===== src/rtl/rv_mem_pkg.sv =====
// Shared load/store definitions: funct3 encodings, sequencer states and legality helper.
package rv_mem_pkg;

    localparam logic [2:0] F3_B  = 3'b000;
    localparam logic [2:0] F3_H  = 3'b001;
    localparam logic [2:0] F3_W  = 3'b010;
    localparam logic [2:0] F3_BU = 3'b100;
    localparam logic [2:0] F3_HU = 3'b101;

    typedef enum logic [1:0] {
        ST_IDLE   = 2'd0,
        ST_ACCESS = 2'd1,
        ST_DONE   = 2'd2
    } state_e;

    // Stores have no unsigned variants, so BU/HU are legal only for loads.
    function automatic logic f3_legal(input logic [2:0] f3, input logic is_store);
        logic ok;
        ok = (f3 == F3_B) || (f3 == F3_H) || (f3 == F3_W);
        if (!is_store) begin
            ok = ok || (f3 == F3_BU) || (f3 == F3_HU);
        end
        return ok;
    endfunction

endpackage


===== src/rtl/mem_lane_align.sv =====
// Combinational lane steering: store byte enables/replication, alignment check, load extraction.
module mem_lane_align
    import rv_mem_pkg::*;
(
    input  logic [2:0]  i_funct3,
    input  logic [1:0]  i_off,
    input  logic        i_is_store,
    input  logic [31:0] i_wdata,
    output logic [3:0]  o_be,
    output logic [31:0] o_wdata,
    output logic        o_fault,
    input  logic [2:0]  i_ld_funct3,
    input  logic [1:0]  i_ld_off,
    input  logic [31:0] i_rdata,
    output logic [31:0] o_ld_data
);

    logic        misaligned;
    logic [31:0] shifted;

    always_comb begin
        o_be       = 4'b1111;
        o_wdata    = i_wdata;
        misaligned = 1'b0;
        // funct3[1:0] encodes the access size for both signed and unsigned forms
        case (i_funct3[1:0])
            2'b00: begin
                o_be    = 4'b0001 << i_off;
                o_wdata = {4{i_wdata[7:0]}};
            end
            2'b01: begin
                o_be       = 4'b0011 << i_off;
                o_wdata    = {2{i_wdata[15:0]}};
                misaligned = i_off[0];
            end
            default: begin
                o_be       = 4'b1111;
                o_wdata    = i_wdata;
                misaligned = (i_off != 2'b00);
            end
        endcase
        o_fault = misaligned || !f3_legal(i_funct3, i_is_store);
    end

    always_comb begin
        shifted = i_rdata >> {i_ld_off, 3'b000};
        case (i_ld_funct3)
            F3_B:    o_ld_data = {{24{shifted[7]}}, shifted[7:0]};
            F3_H:    o_ld_data = {{16{shifted[15]}}, shifted[15:0]};
            F3_BU:   o_ld_data = {24'h0, shifted[7:0]};
            F3_HU:   o_ld_data = {16'h0, shifted[15:0]};
            default: o_ld_data = shifted;
        endcase
    end

endmodule


===== src/rtl/mem_access_ctrl.sv =====
// Load/store sequencer: turns a decoded memory command into one req/ack transaction,
// stalling the pipeline until it completes, with misalignment and timeout faults.
module mem_access_ctrl
    import rv_mem_pkg::*;
#(
    parameter int ADDR_W  = 32,
    parameter int TIMEOUT = 16
) (
    input  logic              i_clk,
    input  logic              i_rst_n,
    input  logic              i_MemRead,
    input  logic              i_MemWrite,
    input  logic [2:0]        i_funct3,
    input  logic [ADDR_W-1:0] i_addr,
    input  logic [31:0]       i_wdata,
    output logic              o_stall,
    output logic              o_done,
    output logic [31:0]       o_rdata,
    output logic              o_misaligned,
    output logic              o_bus_err,
    output logic              o_mem_req,
    output logic              o_mem_we,
    output logic [ADDR_W-1:0] o_mem_addr,
    output logic [3:0]        o_mem_be,
    output logic [31:0]       o_mem_wdata,
    input  logic              i_mem_ack,
    input  logic [31:0]       i_mem_rdata
);

    localparam int CNT_W = $clog2(TIMEOUT + 1);

    state_e            state_q, state_d;
    logic [CNT_W-1:0]  cnt_q, cnt_d;
    logic              mem_req_q, mem_req_d;
    logic              mem_we_q, mem_we_d;
    logic [ADDR_W-1:0] mem_addr_q, mem_addr_d;
    logic [3:0]        mem_be_q, mem_be_d;
    logic [31:0]       mem_wdata_q, mem_wdata_d;
    logic [31:0]       rdata_q, rdata_d;
    logic              done_q, done_d;
    logic              misaligned_q, misaligned_d;
    logic              bus_err_q, bus_err_d;
    logic [2:0]        ld_f3_q, ld_f3_d;
    logic [1:0]        ld_off_q, ld_off_d;

    logic              cmd;
    logic              is_store;
    logic              fault;
    logic [3:0]        lane_be;
    logic [31:0]       lane_wdata;
    logic [31:0]       ld_data;

    // A simultaneous read+write is treated as a store.
    assign cmd      = i_MemRead | i_MemWrite;
    assign is_store = i_MemWrite;

    mem_lane_align u_align (
        .i_funct3    (i_funct3),
        .i_off       (i_addr[1:0]),
        .i_is_store  (is_store),
        .i_wdata     (i_wdata),
        .o_be        (lane_be),
        .o_wdata     (lane_wdata),
        .o_fault     (fault),
        .i_ld_funct3 (ld_f3_q),
        .i_ld_off    (ld_off_q),
        .i_rdata     (i_mem_rdata),
        .o_ld_data   (ld_data)
    );

    always_comb begin
        state_d      = state_q;
        cnt_d        = cnt_q;
        mem_req_d    = mem_req_q;
        mem_we_d     = mem_we_q;
        mem_addr_d   = mem_addr_q;
        mem_be_d     = mem_be_q;
        mem_wdata_d  = mem_wdata_q;
        rdata_d      = rdata_q;
        ld_f3_d      = ld_f3_q;
        ld_off_d     = ld_off_q;
        done_d       = 1'b0;
        misaligned_d = 1'b0;
        bus_err_d    = 1'b0;

        case (state_q)
            ST_IDLE: begin
                if (cmd) begin
                    if (fault) begin
                        state_d      = ST_DONE;
                        done_d       = 1'b1;
                        misaligned_d = 1'b1;
                    end else begin
                        state_d     = ST_ACCESS;
                        cnt_d       = '0;
                        mem_req_d   = 1'b1;
                        mem_we_d    = is_store;
                        mem_addr_d  = {i_addr[ADDR_W-1:2], 2'b00};
                        mem_be_d    = lane_be;
                        mem_wdata_d = lane_wdata;
                        ld_f3_d     = i_funct3;
                        ld_off_d    = i_addr[1:0];
                    end
                end
            end
            ST_ACCESS: begin
                if (i_mem_ack) begin
                    state_d   = ST_DONE;
                    mem_req_d = 1'b0;
                    done_d    = 1'b1;
                    if (!mem_we_q) begin
                        rdata_d = ld_data;
                    end
                end else if (cnt_q == CNT_W'(TIMEOUT - 1)) begin
                    // cnt_q counts completed request cycles; this is the last allowed one.
                    state_d   = ST_DONE;
                    mem_req_d = 1'b0;
                    done_d    = 1'b1;
                    bus_err_d = 1'b1;
                end else begin
                    cnt_d = cnt_q + CNT_W'(1);
                end
            end
            ST_DONE: begin
                state_d = ST_IDLE;
                cnt_d   = '0;
            end
            default: begin
                state_d   = ST_IDLE;
                mem_req_d = 1'b0;
            end
        endcase
    end

    always_ff @(posedge i_clk or negedge i_rst_n) begin
        if (!i_rst_n) begin
            state_q      <= ST_IDLE;
            cnt_q        <= '0;
            mem_req_q    <= 1'b0;
            mem_we_q     <= 1'b0;
            mem_addr_q   <= '0;
            mem_be_q     <= '0;
            mem_wdata_q  <= '0;
            rdata_q      <= '0;
            ld_f3_q      <= '0;
            ld_off_q     <= '0;
            done_q       <= 1'b0;
            misaligned_q <= 1'b0;
            bus_err_q    <= 1'b0;
        end else begin
            state_q      <= state_d;
            cnt_q        <= cnt_d;
            mem_req_q    <= mem_req_d;
            mem_we_q     <= mem_we_d;
            mem_addr_q   <= mem_addr_d;
            mem_be_q     <= mem_be_d;
            mem_wdata_q  <= mem_wdata_d;
            rdata_q      <= rdata_d;
            ld_f3_q      <= ld_f3_d;
            ld_off_q     <= ld_off_d;
            done_q       <= done_d;
            misaligned_q <= misaligned_d;
            bus_err_q    <= bus_err_d;
        end
    end

    assign o_stall      = ((state_q == ST_IDLE) && cmd) || (state_q == ST_ACCESS);
    assign o_done       = done_q;
    assign o_rdata      = rdata_q;
    assign o_misaligned = misaligned_q;
    assign o_bus_err    = bus_err_q;
    assign o_mem_req    = mem_req_q;
    assign o_mem_we     = mem_we_q;
    assign o_mem_addr   = mem_addr_q;
    assign o_mem_be     = mem_be_q;
    assign o_mem_wdata  = mem_wdata_q;

endmodule


===== config.mk =====
export PLATFORM = sky130hd
export DESIGN_NAME = mem_access_ctrl
export DESIGN_NICKNAME = d
export VERILOG_FILES = /design/src/rtl/rv_mem_pkg.sv /design/src/rtl/mem_lane_align.sv /design/src/rtl/mem_access_ctrl.sv
export SDC_FILE = /design/constraint.sdc
export NUM_CORES = 1
export LEC_CHECK = 0
export BUFFER_PORTS_ARGS = -buffer_cell sky130_fd_sc_hd__buf_2
export CAP_MARGIN = 20
export CELL_PAD_IN_SITES_DETAIL_PLACEMENT = 0
export CELL_PAD_IN_SITES_GLOBAL_PLACEMENT = 1
export CORE_MARGIN = 5
export CORE_UTILIZATION = 37
export CTS_BUF_LIST = sky130_fd_sc_hd__clkbuf_8
export DETAILED_ROUTE_END_ITERATION = 6
export GPL_TIMING_DRIVEN = 1
export PLACE_DENSITY = 0.78
export REMOVE_ABC_BUFFERS = 1
export SLEW_MARGIN = 20
export SYNTH_ARGS = -nofsm -noshare
export SYNTH_HDL_FRONTEND = slang
export SYNTH_SLANG_ARGS = --single-unit

===== constraint.sdc =====
create_clock -name i_clk -period 2.47 [get_ports i_clk]
set_input_delay 0.494 -clock i_clk [delete_from_list [all_inputs] [get_ports i_clk]]
set_output_delay 0.494 -clock i_clk [all_outputs]
set_load 0.02 [all_outputs]

==> flow_summary.yaml, run 1 <==
run_status:
  status: "finished, final reports clean"
sta:
  hold_viol: 0
  setup_viol: 0
  fmax_mhz: 455
  final.setup_skew_ps: 6.45
  worst_slack_ps: 270
  max-slew-margin-rel_pct: 54.6
  slew_violations: 0
  period_share_pct: 89.1
  tightest_slew_ps: 675
  period_minus_slack_ps: 2200
  rsz0062_at_grt: "no"
global_routing:
  grt_pass1_wl_mm: 24.7
  track_usage_pct: 17.5
  grt_antenna_before_repair: 1
  grt_pass1_vias: 4775
  grt_max_degree: 89
  overflow: 0
floorplan:
  core-area_um2: 14500
  start_util_pct: 37.7
  row_count: 44
  die_y_um: 131
  die_w_um: 131
  die-area_um2: 17300
  io_pins: 210
cts:
  cts_tree: "built"
  clock_tree.root_cell: "clkbuf_8"
  htreeDepth: 4
  path_clk_slew_ps: 70
  cts_max_path_buffers: 2
  clk_latency_ps: 420
  cts-buffers-inserted: 17
  numClockSinks: 115
critical_path:
  start_kind: "flop"
  crit_type: "reg2reg"
  endpoint_kind: "flop"
  worstPathArrival_ps: 2510
  worst_ep_required_time_ps: 2780
  cp_max_fo: 4
  r2r_cells: 7
route:
  drt_drc_violations_left: 0
  postRouteWirelength_mm: 15.0
  highest_layer: "met5"
  drt-met1-wl_mm: 6.43
  antenna_left: 0
  wl_met3_mm: 1.43
  drt-vias-per-instance: 5.02
  first_pass_iters: 4
  met2WireLength_mm: 6.91
  initialDrtViolationCount: 143
  dr_total_vias: 4429
  wl_per_cell_um: 17.0
synth:
  synthArstFlopShare_pct: 100
  synth_area_um2: 5460
  ys_warn_count: 0
  ys.flop_type: "dfrtp_1"
  synth_top_cell_area_share_pct: 52.7
  synth_cell_types: 44
  syn_area_per_cell_um2: 11.6
  synthTopCellsByArea: "dfrtp_1, mux2_4, mux2i_1"
  yosysTopAreaCell: "dfrtp_1"
  synth_edf_count: 0
  yosysSeqAreaShare_pct: 52.7
  synth_cells: 470
  ys_seq_elements: 115
finish:
  postLayoutCoreUtil_pct: 49.4
  fillers: 1328
  layout_commonest_cell: "buf_2"
  layout-drive-gt1-share_pct: 44.3
  area_delta_synth_final_pct: 30.9
  diodes: 0
  seqCellArea_um2: 2880
  multi_input_area_um2: 2420
  final_cell_mix: "buf_2, dfrtp_1, nor2_1, mux2i_1, mux2_4"
  nets: 791
pwr:
  p_leak_nw: 3.65
  vdd_drop_max_mv: 0.597
  power.density_nw_per_um2: 1290
place:
  dp_slack_ps: 46.1
  place.gp.congestion: 0.789
  dp_hpwl_mm: 11.0
  io_buffers: 207
min_path:
  hold_depth: 2
  holdCritPathClass: "in2reg"
run:
  drv_cap: 0
synth_stat cells (2+ instances only):
cell       instances
a211oi_1           8
a21oi_1           26
a22o_1             3
and2_1            15
buf_1              7
buf_2              2
buf_4              3
buf_6              4
clkbuf_1          14
dfrtp_1          115
ha_1               2
inv_1              4
mux2_2            11
mux2_4            39
mux2i_1           43
nand2_1           33
nand2b_1           3
nand3_1            2
nor2_1            45
nor2b_1            9
nor3_1             2
o21ai_0           37
o22a_1            17
o22ai_1            2
o2bb2ai_1          2
or2_2              2
xnor2_1            3
worst paths after layout:
check,slack [ps],startpoint,endpoint
worst min register to register,480,o_mem_wdata[11],o_mem_wdata[11]
worst max register to register,270,cnt_q[0],cnt_q[3]
min in group asynchronous,470,i_rst_n,o_rdata[31]
worst max-delay path,270,cnt_q[0],cnt_q[3]
max in group asynchronous,1320,i_rst_n,o_mem_addr[3]
worst min-delay path,290,i_addr[16],o_mem_addr[16]
layer usage:
metal	track usage, %	vias up
met5	0	-
met4	6.97	2
met3	7.45	24
met2	27.3	197
met1	21.4	2122
li1	-	2084
kinds of logic (layout without fill, tap and decap cells):
kind of cell    after synthesis  after routing  share of synthesized area (%)
buf+inv                      34            261                           3.14
compound gates              104            104                           12.2
mux                          93             93                           20.9
other cells                   1              2                         0.0687
flops                       115            115                           52.7
xor+xnor                      4              4                          0.642
fa+ha+maj                     2              2                          0.458
simple gates                117            117                           9.92
area by class of cell:
cell class / count / share of cell area (%)
flip-flops and latches: 115 / 40.3
repair buffers: 225 / 16.8
clock inverters: 11 / 1.54
well taps: 184 / 3.22
clock buffers: 21 / 4.04
multi-input cells: 322 / 33.9
inverters: 4 / 0.210
registers in the layout, summed over array words and instances (netlist names):
register and flops:
ld_off_q 2, o_mem_we 1, o_rdata 32, o_done 1, o_bus_err 1, o_mem_be 4, cnt_q 5, ld_f3_q 3
o_mem_req 1, o_mem_wdata 32, o_mem_addr 30, state_q 2, o_misaligned 1
where the power goes:
part / internal, mW / switching [mW] / total (mW)
sequential: 2.77 / 0.603 / 3.38
combinational: 1.75 / 2.35 / 4.10
clock: 0.989 / 0.761 / 1.75
total: 5.51 / 3.72 / 9.23
stage by stage:
step / cell area [um2] / cells / TNS (ps) / power (mW) / hold slack (ps)
after global placement: 6740 / 849 / 0 / 7.45 / 353
after global routing: 7150 / 882 / 0 / 9.82 / 262
final: 7150 / 882 / 0 / 9.23 / 295
after floorplan: 5310 / 441 / -64870 / 5.98 / 198
after CTS: 7150 / 882 / 0 / 9.36 / 251
after detailed placement: 6740 / 849 / 0 / 7.55 / 352
worst max-delay path, stage by stage, from the launching register on:
cell	delay [ps]
dfrtp_1	430
ha_1	220
and3_1	180
ha_1	220
nor3_1	480
nand4_1	200
xnor2_1	170
a22o_1	180
what timing repair did:
action                     in CTS  in global routing
hold buffers                    1                  0
setup endpoints to repair       0                  0
resized for setup               0                  0
hold endpoints to repair       11                  0
buffers inserted                0                  0
(Power assumes the default switching activity.)
==> run 2: changes to the inputs <==
ABC_AREA = 1   (was not set)
CORE_UTILIZATION = 36   (was 37)
PLACE_DENSITY = 0.81   (was 0.78)
==> run 2 against run 1 <==
  * Combinational power rose by 13%
  * Clock skew increased by 3.1 ps
  * Non-clock buffer count up 2
  * Critical path depth grew 2
  * Flip-flop and latch count unchanged
  * Count of clock-buffer cells in the layout fell by 1
  * Highest routed layer is now met4
  * Largest power group unchanged
  * Total power increased by 4.8%
==> flow_summary.yaml, run 2 <==
synth:
  synth_compound_area_share_pct: 2.91
  synth_cell_types: 26
  synthArstFlopShare_pct: 100
  yosysSeqAreaShare_pct: 47.8
  synth_top_cell_area_share_pct: 47.8
  synthTopCellsByArea: "dfrtp_1, nand2_1, nand3_1"
  ys_seq_elements: 115
  synthMuxAreaShare_pct: 0
  yosysTopAreaCell: "dfrtp_1"
  synth_top_family_by_area: "simple AND/OR/NAND/NOR gates"
  ys_warn_count: 0
  synth_edf_count: 0
  syn_area_per_cell_um2: 7.49
  yosys.area_share.xor_xnor_pct: 0.145
  synth_area_um2: 6020
  synth_cells: 804
  synth_common_cells: "nand2_1, dfrtp_1, nand3_1"
  synthSimpleGateAreaFrac_pct: 40.7
  ys.flop_type: "dfrtp_1"
  yosysMostFrequentCell: "nand2_1"
  synthAdderAreaFrac_pct: 0.416
route:
  highest_layer: "met4"
  drt_drc_violations_left: 0
  wl_met3_mm: 1.78
  met2WireLength_mm: 8.00
  dr_total_vias: 6024
  antenna_left: 0
  drt-met1-wl_mm: 8.81
  first_pass_iters: 4
  postRouteWirelength_mm: 18.9
  drt-vias-per-instance: 4.91
  initialDrtViolationCount: 354
  wl_per_cell_um: 15.4
critical_path:
  r2r-start: "cnt_q[0]"
  crit_top_cell: "nand2_1"
  crit_type: "reg2reg"
  path_delay_family: "simple AND/OR/NAND/NOR gates"
  r2r_cells: 9
  worstPathArrival_ps: 2390
  endpoint_kind: "flop"
  worstPathCellList: "ha_1, and3_1, ha_1, nor2_1, nor2_1, a21oi_1, nand2_1, nand2_1, nand2_1"
  max_stage_delay_ps: 420
  start_kind: "flop"
  cp_max_fo: 5
  r2r_setup_slack_ps: 390
  reg2reg_to: "cnt_q[4]"
  crit_path_top_delay_cell: "dfrtp_1"
  worst_ep_required_time_ps: 2780
  path_buf_inv: 0
cts:
  cts_tree: "built"
  clk_latency_ps: 430
  clock_tree.root_cell: "clkbuf_8"
  holdBufCountCts: 0
  cts_resized: 0
  cts_max_path_buffers: 2
  numClockSinks: 115
  post_cts_buffers: 0
  cts-buffers-inserted: 17
  path_clk_slew_ps: 80
  htreeDepth: 4
global_routing:
  grt_max_degree: 71
  grt_pass1_wl_mm: 30.9
  track_usage_pct: 19.5
  grt_pass1_vias: 5932
  overflow: 0
  grt_antenna_before_repair: 0
floorplan:
  io_pins: 210
  row_count: 47
  die-area_um2: 19400
  die_y_um: 139
  core-area_um2: 16500
  die_w_um: 139
  start_util_pct: 36.6
finish:
  final_cell_mix: "nand2_1, buf_2, dfrtp_1, nand3_1, nand4_1"
  layout-drive-gt1-share_pct: 29.2
  diodes: 0
  layout_commonest_cell: "nand2_1"
  area_delta_synth_final_pct: 27.2
  nets: 1099
pwr:
  sw_frac_of_total_pct: 45.9
  p_clk_share_pct: 18.4
  power.density_nw_per_um2: 1260
  p_seq_share_pct: 33.6
  p_switching_mw: 4.44
  comb_power_share_pct: 48.0
  p_leak_nw: 4.35
  p_int_mw: 5.23
  vdd_drop_max_mv: 0.604
place:
  io_buffers: 207
  dp_hpwl_mm: 12.9
  dp_slack_ps: 400
  place.gp.congestion: 0.789
sta:
  fmax_mhz: 482
  fin_hold_ws_ps: 49.0
  hold_viol: 0
  worst_slack_ps: 393
  period_share_pct: 84.1
  rsz0062_at_grt: "no"
  slew_violations: 0
  max-slew-margin-rel_pct: 61.5
  setup_viol: 0
  final.setup_skew_ps: 9.55
  period_minus_slack_ps: 2080
  tightest_slew_ps: 577
run_status:
  status: "finished, final reports clean"
min_path:
  holdCritPathClass: "in2async"
run:
  drv_cap: 0
## run 2: changes by cell type after synthesis, sizes merged, moves of 15 or more
cell / change
nand2: +294
o22a: -17
inv: +40
nand4: +71
and2: -15
o21ai: -26
nand3: +90
mux2i: -43
or2: +21
buf: +17
mux2: -50
## run 2: cells by family after synthesis
group / after synthesis
simple gates: 552
xor+xnor: 1
buf+inv: 102
compound gates: 31
other cells: 1
fa+ha+maj: 2
flops: 115
## run 2: worst max-delay path by stage
| stage | startpoint | end | slack (ps) | depth (start not counted) |
|---|---|---|---|---|
| 3_5_place_dp | cnt_q[0] | cnt_q[2] | 400 | 9 |
| 4_1_cts | cnt_q[0] | cnt_q[4] | 380 | 9 |
| 3_3_place_gp | cnt_q[0] | cnt_q[0] | 490 | 9 |
| 2_1_floorplan | i_MemWrite | ld_f3_q[0] | -780 | 5 |
| 5_1_grt | cnt_q[0] | cnt_q[4] | 210 | 9 |
| 6_report | cnt_q[0] | cnt_q[4] | 390 | 9 |
## run 2: power groups by stage
stage	clock [mW]	sequential, mW	combinational, mW
2_1_floorplan	0	4.27	1.84
3_3_place_gp	0	3.26	4.67
3_5_place_dp	0	3.27	4.70
4_1_cts	1.83	3.26	4.70
5_1_grt	1.93	3.38	5.17
6_report	1.78	3.25	4.64
## run 2: stage by stage
step / util [%] / power (mW) / setup TNS [ps] / cells / instance area (um2)
after floorplan: - / 6.11 / -57480 / 747 / 5710
after global placement: 44.0 / 7.92 / 0 / 1194 / 7250
after detailed placement: 44.0 / 7.96 / 0 / 1194 / 7250
after CTS: 46.5 / 9.79 / 0 / 1226 / 7660
after global routing: 46.5 / 10.5 / 0 / 1226 / 7660
final: 46.5 / 9.67 / 0 / 1226 / 7660
## run 2: cell type report
class                           count  area (um2)
Tap cell                          220         275
Multi-Input combinational cell    588        2670
Sequential cell                   115        2880
Timing Repair Buffer              227        1260
Fill cell                        1771        8810
Inverter                           44         168
Clock inverter                     12         130
Clock buffer                       20         275
## run 2: routing by layer
layer	global-route usage, %	vias up
met4	5.61	0
met3	7.68	17
met5	0	-
met1	26.9	2785
met2	28.3	221
li1	-	3001
